==> src/rtl/pacman_motion_unit.sv <==
// Pac-Man motion unit: button-to-heading decode, lane-grid legality check and
// position stepping on move_tick, with registered position and heading.
module pacman_motion_unit #(
  parameter int SPEED = 2,
  parameter int LANE  = 16,
  parameter int X_MIN = 40,
  parameter int X_MAX = 600,
  parameter int Y_MIN = 10,
  parameter int Y_MAX = 458,
  parameter int INI_X = 360,
  parameter int INI_Y = 154
) (
  input  logic       clk,
  input  logic       rst,
  input  logic       move_tick,
  input  logic       l_button,
  input  logic       r_button,
  input  logic       u_button,
  input  logic       d_button,
  output logic [9:0] pm_xpos,
  output logic [9:0] pm_ypos,
  output logic [3:0] pm_direction,
  output logic [3:0] legal_moves
);

  localparam logic [3:0] DIR_IDLE = 4'b0000;
  localparam logic [3:0] DIR_L    = 4'b0001;
  localparam logic [3:0] DIR_R    = 4'b0010;
  localparam logic [3:0] DIR_U    = 4'b0100;
  localparam logic [3:0] DIR_D    = 4'b1000;

  localparam logic [9:0]  SPEED_P = 10'(SPEED);
  localparam logic [9:0]  INI_X_P = 10'(INI_X);
  localparam logic [9:0]  INI_Y_P = 10'(INI_Y);
  localparam logic [10:0] SPEED_W = 11'(SPEED);
  localparam logic [10:0] LANE_W  = 11'(LANE);
  localparam logic [10:0] X_MIN_W = 11'(X_MIN);
  localparam logic [10:0] X_MAX_W = 11'(X_MAX);
  localparam logic [10:0] Y_MIN_W = 11'(Y_MIN);
  localparam logic [10:0] Y_MAX_W = 11'(Y_MAX);

  logic [9:0]  xpos_q, xpos_d;
  logic [9:0]  ypos_q, ypos_d;
  logic [3:0]  dir_q, dir_d;
  logic [3:0]  req_s;
  logic [3:0]  legal_s;
  logic [10:0] x_w_s, y_w_s, x_off_s, y_off_s;
  logic        x_lane_s, y_lane_s;

  function automatic logic [9:0] step_x(input logic [9:0] x, input logic [3:0] dir);
    case (dir)
      DIR_L:   step_x = x - SPEED_P;
      DIR_R:   step_x = x + SPEED_P;
      default: step_x = x;
    endcase
  endfunction

  function automatic logic [9:0] step_y(input logic [9:0] y, input logic [3:0] dir);
    case (dir)
      DIR_U:   step_y = y - SPEED_P;
      DIR_D:   step_y = y + SPEED_P;
      default: step_y = y;
    endcase
  endfunction

  // Legality flags; 11-bit bound compares keep edge positions from wrapping.
  always_comb begin
    x_w_s    = {1'b0, xpos_q};
    y_w_s    = {1'b0, ypos_q};
    x_off_s  = x_w_s - X_MIN_W;
    y_off_s  = y_w_s - Y_MIN_W;
    x_lane_s = ((x_off_s % LANE_W) == 11'd0);
    y_lane_s = ((y_off_s % LANE_W) == 11'd0);
    legal_s  = 4'b0000;
    legal_s[0] = y_lane_s && (x_w_s >= (X_MIN_W + SPEED_W));
    legal_s[1] = y_lane_s && ((x_w_s + SPEED_W) <= X_MAX_W);
    legal_s[2] = x_lane_s && (y_w_s >= (Y_MIN_W + SPEED_W));
    legal_s[3] = x_lane_s && ((y_w_s + SPEED_W) <= Y_MAX_W);
  end

  // Fixed-priority button decode: left > right > up > down.
  always_comb begin
    if (l_button) begin
      req_s = DIR_L;
    end else if (r_button) begin
      req_s = DIR_R;
    end else if (u_button) begin
      req_s = DIR_U;
    end else if (d_button) begin
      req_s = DIR_D;
    end else begin
      req_s = DIR_IDLE;
    end
  end

  // Next state: a legal request turns and steps; otherwise keep going if
  // possible; a blocked heading is kept so the sprite still faces the wall.
  always_comb begin
    dir_d  = dir_q;
    xpos_d = xpos_q;
    ypos_d = ypos_q;
    if (move_tick) begin
      if ((req_s != DIR_IDLE) && ((req_s & legal_s) != 4'b0000)) begin
        dir_d  = req_s;
        xpos_d = step_x(xpos_q, req_s);
        ypos_d = step_y(ypos_q, req_s);
      end else if ((dir_q != DIR_IDLE) && ((dir_q & legal_s) != 4'b0000)) begin
        xpos_d = step_x(xpos_q, dir_q);
        ypos_d = step_y(ypos_q, dir_q);
      end else begin
        dir_d = dir_q;
      end
    end else begin
      dir_d = dir_q;
    end
  end

  // State registers with synchronous active-low reset.
  always_ff @(posedge clk) begin
    if (!rst) begin
      xpos_q <= INI_X_P;
      ypos_q <= INI_Y_P;
      dir_q  <= DIR_IDLE;
    end else begin
      xpos_q <= xpos_d;
      ypos_q <= ypos_d;
      dir_q  <= dir_d;
    end
  end

  assign pm_xpos      = xpos_q;
  assign pm_ypos      = ypos_q;
  assign pm_direction = dir_q;
  assign legal_moves  = legal_s;

endmodule

==> config.mk <==
export PLATFORM = sky130hd
export DESIGN_NAME = pacman_motion_unit
export DESIGN_NICKNAME = d
export VERILOG_FILES = /design/src/rtl/pacman_motion_unit.sv
export SDC_FILE = /design/constraint.sdc
export NUM_CORES = 1
export LEC_CHECK = 0
export ABC_CLOCK_PERIOD_IN_PS = 3500
export CAP_MARGIN = 20
export CORE_AREA = 3 3 68 70
export DETAILED_ROUTE_END_ITERATION = 10
export DIE_AREA = 0 0 71 73
export PLACE_DENSITY_LB_ADDON = 0.25
export REMOVE_ABC_BUFFERS = 1
export SLEW_MARGIN = 20
export SYNTH_ARGS = -nofsm -noshare
export SYNTH_HDL_FRONTEND = slang
export SYNTH_SLANG_ARGS = --single-unit
==> constraint.sdc <==
create_clock -name clk -period 3.5 [get_ports clk]
set_clock_uncertainty 0.1 [all_clocks]
set_input_delay 0.35 -clock clk [delete_from_list [all_inputs] [get_ports clk]]
set_output_delay 0.35 -clock clk [all_outputs]
set_load 0.02 [all_outputs]
==> flow_summary.json, run 1 <==
{
  "status": "finished clean",
  "critPathCaptureType": "flop",
  "fmax_mhz": 310,
  "drc": 0,
  "hpwl_um": 4960,
  "design.core.area_um2": 4030,
  "required_ns": 3.60,
  "numCtsBuffers": 3,
  "ioPinCount": 35,
  "synthSimpleGateAreaFrac": 0.329,
  "power_density_nw_per_um2": 465,
  "grt.total_usage": 0.265,
  "area_growth_syn_to_layout_pct": 21.2,
  "synth-compound-area-share": 0.274,
  "via_per_inst": 6.53,
  "globalRouteOverflowTotal": 0,
  "drive_above_1_share": 0.120,
  "power.switching_uw": 573,
  "clock_path_buffers": 2,
  "combPwrFrac": 0.581,
  "die_w_um": 71,
  "hp-class": "reg -> reg",
  "routedWlPerCell_um": 17.3,
  "grt_pass1_vias": 2350,
  "wl_met2_um": 2990,
  "criticalPathCategory": "reg -> reg",
  "dr_total_vias": 2493,
  "grt_max_degree": 20,
  "synth_top_family_by_area": "simple AND/OR/NAND/NOR gates",
  "wl_met3_um": 659,
  "clkPwrFrac": 0.150,
  "pwr-share-seq": 0.268,
  "cts.clk_slew.worst_paths_ns": 0.09,
  "synth_top_area_cell": "dfxtp_1",
  "synthCells": 301,
  "vdd_drop_max_v": 0.000286,
  "met1_length_um": 2850,
  "grt_pass1_wl_um": 11300,
  "clk_latency_ns": 0.27,
  "worst_hold_slack_ns": 0.447,
  "worstPathArrival_ns": 3.32,
  "initial_utilization": 0.553,
  "synth.area.top_cells": "dfxtp_1, nand2_1, ha_1, nand3_1, nor2_1",
  "wirelength_um": 6630,
  "die_h_um": 73,
  "p_sw_frac": 0.456,
  "leakage_uw": 0.000952,
  "rsz0062_at_grt": "false",
  "finalCriticalPeriod_ns": 3.22,
  "drt_iter0_markers": 286,
  "final_max_slew_viol_count": 0,
  "hold_viol": 0,
  "drt_pass1_iterations": 5,
  "drv_cap": 0,
  "yosysWarningCount": 0,
  "htree_num_levels": 1,
  "finalNetCount": 349,
  "yosys_most_used_dff": "dfxtp_1",
  "yosysUniqueCellTypes": 66,
  "ys_seq_area_frac": 0.198,
  "row_count": 23,
  "synth_fa_ha_area_frac": 0.0505,
  "final_util": 0.670,
  "period_share": 0.920,
  "finalWeightedCongestion": 0.901,
  "postSynthAreaPerCell_um2": 7.40,
  "syn_area_um2": 2230,
  "cts.sinks": 22,
  "io_buffers": 32,
  "ant_nets": 0,
  "register_area_um2": 443,
  "cts_setup_buffers": 0,
  "synth_xor_xnor_area_share": 0.0197,
  "highest_layer": "met4",
  "async_flop_share": 0,
  "yosysTopAreaCellShare": 0.198,
  "synth_common_cells": "nand2_1, nor2_1, dfxtp_1",
  "cts-root-buf": "clkbuf_8",
  "fillerInstances": 366,
  "synth.most_common_cell": "nand2_1",
  "tightest_slew_ns": 0.577,
  "path_max_fanout": 10,
  "setup_tns_ns": 0,
  "synth_edf_count": 0,
  "startpoint_type": "flop",
  "setup_viol": 0,
  "yosys-mux-area-fraction": 0.0623,
  "p_int_uw": 684,
  "ys_ff_latch": 22,
  "antenna_found_initial": 0,
  "diodes": 0,
  "multi_input_area_um2": 1660,
  "max_slew_margin": 0.611,
  "dieArea_um2": 5180,
  "cts_tree": "done"
}
==> per-layer routing <==
| metal | vias up | track usage |
|---|---|---|
| met1 | 1139 | 0.372 |
| met4 | 0 | 0.0856 |
| met3 | 14 | 0.0441 |
| li1 | 1188 | - |
| met2 | 152 | 0.415 |
| met5 | - | 0 |
==> path summary, 6_finish.rpt <==
| check | endpoint | from | slack, ns | cells after the start |
|---|---|---|---|---|
| setup / recovery | pm_xpos[9] | pm_ypos[1] | 0.28 | 10 |
| hold / removal | pm_ypos[9] | pm_ypos[9] | 0.45 | 2 |
| setup reg to reg | pm_xpos[9] | pm_ypos[1] | 0.28 | 10 |
| hold reg to reg | pm_ypos[9] | pm_ypos[9] | 0.45 | 2 |
==> cell families (layout without fill, tap and decap cells) <==
family / after synthesis / after routing
DFF: 22 / 22
adders and majority gates: 9 / 9
buffers and inverters: 33 / 63
other: 1 / 2
xor gates and xnor gates: 5 / 5
AOI/OAI and AO/OA: 79 / 79
and+or+nand+nor: 139 / 139
muxes: 13 / 13
==> placed cells by master (no fill, tap or decap), drive strengths merged, types with 3 or more instances in the layout <==
cell           count
nand2             32
clkdlybuf4s50     32
nor2              23
dfxtp             22
nand3             19
buf               16
o21ai             12
a21oi             11
nand2b            11
inv               10
nor3              10
ha                 9
nand4              8
a211oi             7
mux2               7
and2               6
mux2i              6
o211ai             6
a22oi              6
and3               5
a31oi              5
or3                5
o2111ai            5
nor4               5
or2                4
clkbuf             4
xor2               3
o221ai             3
a211o              3
==> stage by stage <==
step / power, uW / setup slack, ns / instances / instance area (um2)
after floorplan: 756 / 0.0316 / 280 / 2130
after global placement: 1030 / 0.180 / 378 / 2630
after detailed placement: 1050 / 0.165 / 378 / 2630
after CTS: 1240 / 0.114 / 382 / 2690
after global routing: 1340 / 0.0700 / 382 / 2700
final: 1260 / 0.279 / 382 / 2700
==> what timing repair did <==
action | CTS | global route
endpoints found under the setup margin | 0 | 8
hold buffers | 0 | 0
gates resized for setup | 0 | 6
==> sequential cells by signal, summed over array words and instances, names as in the netlist <==
register      flops
pm_direction      4
pm_xpos           9
pm_ypos           9
==> cell type report <==
type                    instances  area share
flip-flops and latches         22       0.164
multi-input cells             247       0.614
inverters                      11      0.0153
repair buffers                 48       0.163
well taps                      50      0.0232
clock buffers                   4      0.0204
==> power groups by stage <==
stage                     sequential, uW  clock (uW)  combinational (uW)
final                                337         189                 731
after global routing                 345         199                 792
after CTS                            335         195                 711
after detailed placement             340           0                 706
after global placement               338           0                 694
after floorplan                      374           0                 382
==> critical path, stage by stage, from the launching register on <==
cell and delay (ns):
dfxtp_2 0.43, inv_1 0.12, ha_1 0.27, xor2_1 0.18, and3_1 0.22, a221o_1 0.43
or3_1 0.42, a211o_1 0.42, buf_4 0.20, a221o_1 0.30, o21ai_1 0.08
(Power assumes the default switching activity.)
==> run 2: changes to the inputs <==
--- a/config.mk
+++ b/config.mk
@@ -7,9 +7,11 @@
 export LEC_CHECK = 0
 export ABC_CLOCK_PERIOD_IN_PS = 3500
 export CAP_MARGIN = 20
-export CORE_AREA = 3 3 68 70
+export CELL_PAD_IN_SITES_DETAIL_PLACEMENT = 1
+export CELL_PAD_IN_SITES_GLOBAL_PLACEMENT = 2
+export CORE_AREA = 3 3 82 99
 export DETAILED_ROUTE_END_ITERATION = 10
-export DIE_AREA = 0 0 71 73
+export DIE_AREA = 0 0 85 102
 export PLACE_DENSITY_LB_ADDON = 0.25
 export REMOVE_ABC_BUFFERS = 1
 export SLEW_MARGIN = 20
==> run 2 against run 1 <==
Register-to-register slack worse by 0.04 ns. Non-clock buffer count up 1. Final area rose by 2.2%. Global-route usage decreased by 7.8 points. Worst hold slack worse by 0.0088 ns. Sequential power is essentially flat. Critical path depth shrank 2. Via count down 1.2%. Sequential share of layout area is 0.35 points lower. Wire length up 20%. Maximum frequency shrank 1.6%. Critical path type is now reg -> out. Highest routed layer unchanged.
==> flow_summary.json, run 2 (same netlist as run 1, synthesis figures left out) <==
{
  "path_max_fanout": 10,
  "vdd_drop_max_v": 0.000312,
  "grt_max_degree": 31,
  "worst_hold_slack_ns": 0.438,
  "tightest_slew_ns": 0.615,
  "diodes": 0,
  "final_max_slew_viol_count": 0,
  "hold_viol": 0,
  "criticalPathCategory": "reg -> out",
  "ant_nets": 0,
  "drv_cap": 0,
  "die_h_um": 102,
  "initial_utilization": 0.306,
  "period_share": 0.936,
  "drive_above_1_share": 0.126,
  "cts_tree": "done",
  "routedWlPerCell_um": 18.8,
  "multi_input_area_um2": 1660,
  "max_slew_margin": 0.586,
  "dieArea_um2": 8670,
  "area_growth_syn_to_layout_pct": 23.8,
  "io_buffers": 32,
  "power_density_nw_per_um2": 465,
  "antenna_found_initial": 0,
  "leakage_uw": 0.000953,
  "fillerInstances": 900,
  "cts.sinks": 22,
  "hp-class": "reg -> reg",
  "design.core.area_um2": 7270,
  "required_ns": 3.05,
  "globalRouteOverflowTotal": 0,
  "grt.total_usage": 0.187,
  "finalPower_uw": 1280,
  "slowest_stage": "dfxtp_1",
  "register_area_um2": 443,
  "hpwl_um": 6200,
  "path_cells": "ha_2 -> nand4_1 -> nor2_1 -> xor2_1 -> o221ai_1 -> buf_4 -> and2_1 -> clkdlybuf4s50_1",
  "clk_latency_ns": 0.28,
  "drc": 0,
  "row_count": 34,
  "instances_no_fill": 423,
  "cts_setup_buffers": 0,
  "cts-root-buf": "clkbuf_8",
  "mostFrequentLayoutCells": "nand2_1, clkdlybuf4s50_1, nor2_1, dfxtp_1, nand3_1",
  "grt_pass1_wl_um": 13000,
  "finalWeightedCongestion": 0.832,
  "fmax_mhz": 305,
  "htree_num_levels": 1,
  "via_per_inst": 5.82,
  "max_stage_delay_ns": 0.54,
  "finalNetCount": 350,
  "status": "finished clean",
  "startpoint_type": "flop",
  "drt_iter0_markers": 67,
  "setup_tns_ns": 0,
  "drt_pass1_iterations": 4,
  "numCtsBuffers": 3,
  "worstPathArrival_ns": 2.82,
  "dp.cells": 419,
  "ioPinCount": 35,
  "dr_total_vias": 2462,
  "finalCriticalPeriod_ns": 3.27,
  "grt_pass1_vias": 2455,
  "critPathCaptureType": "output pin",
  "setup_viol": 0,
  "wirelength_um": 7940,
  "die_w_um": 85,
  "clock_path_buffers": 2,
  "cts.clk_slew.worst_paths_ns": 0.10
}
run 2: cell types whose count changed in the layout (fill, tap and decap cells not counted):
cell and delta:
o311ai_0 +1, o21ai_1 -1, a211o_2 +1, buf_4 +1
a211o_1 -1, o21ai_0 +1, o311ai_1 -1
run 2: area by class of cell:
| class | instances | area share |
|---|---|---|
| clock buffer | 4 | 0.0200 |
| multi-input combinational | 247 | 0.601 |
| timing repair buffer | 49 | 0.162 |
| inverter | 11 | 0.0150 |
| sequential | 22 | 0.161 |
| tap | 90 | 0.0408 |
run 2: power by group:
group / internal [uW] / switching [uW]
clock network: 101 / 97.9
logic: 311 / 437
registers: 279 / 58.4
total: 690 / 593
run 2: final timing paths:
check             start        endpoint  slack, ns  depth (start not counted)
max          pm_xpos[1]  legal_moves[1]       0.23                          8
min reg2reg  pm_xpos[9]      pm_xpos[9]       0.44                          2
max reg2reg  pm_ypos[1]      pm_xpos[5]       0.24                          9
min          pm_xpos[9]      pm_xpos[9]       0.44                          2
run 2: critical path, delay by kind of cell, from the launching register on:
kind | cells | cell delay (ns)
simple gates | 3 | 0.43
fa+ha+maj | 1 | 0.35
buf+inv | 2 | 0.73
xor+xnor | 1 | 0.27
compound gates | 1 | 0.22
flops | 1 | 0.54
run 2: through the flow:
stage / utilization / setup slack (ns) / cell area [um2]
after CTS: 0.377 / 0.0861 / 2740
after global routing: 0.379 / -0.00186 / 2760
final: 0.379 / 0.225 / 2760
after global placement: 0.370 / 0.175 / 2690
after floorplan: - / 0.0316 / 2130
after detailed placement: 0.370 / 0.129 / 2690
run 2: timing repair:
item | 4_1_cts | 5_1_grt
hold buffers | 0 | 0
endpoints found under the setup margin | 0 | 11
gates resized for setup | 0 | 5
run 2: per-layer routing:
layer  up-vias  routed length [um]  GRT usage
met2        39                4150      0.346
li1       1191                   -          -
met1      1228                3530      0.234
met5         -                   0          0
met4         0                  72     0.0414
met3         4                 175     0.0169
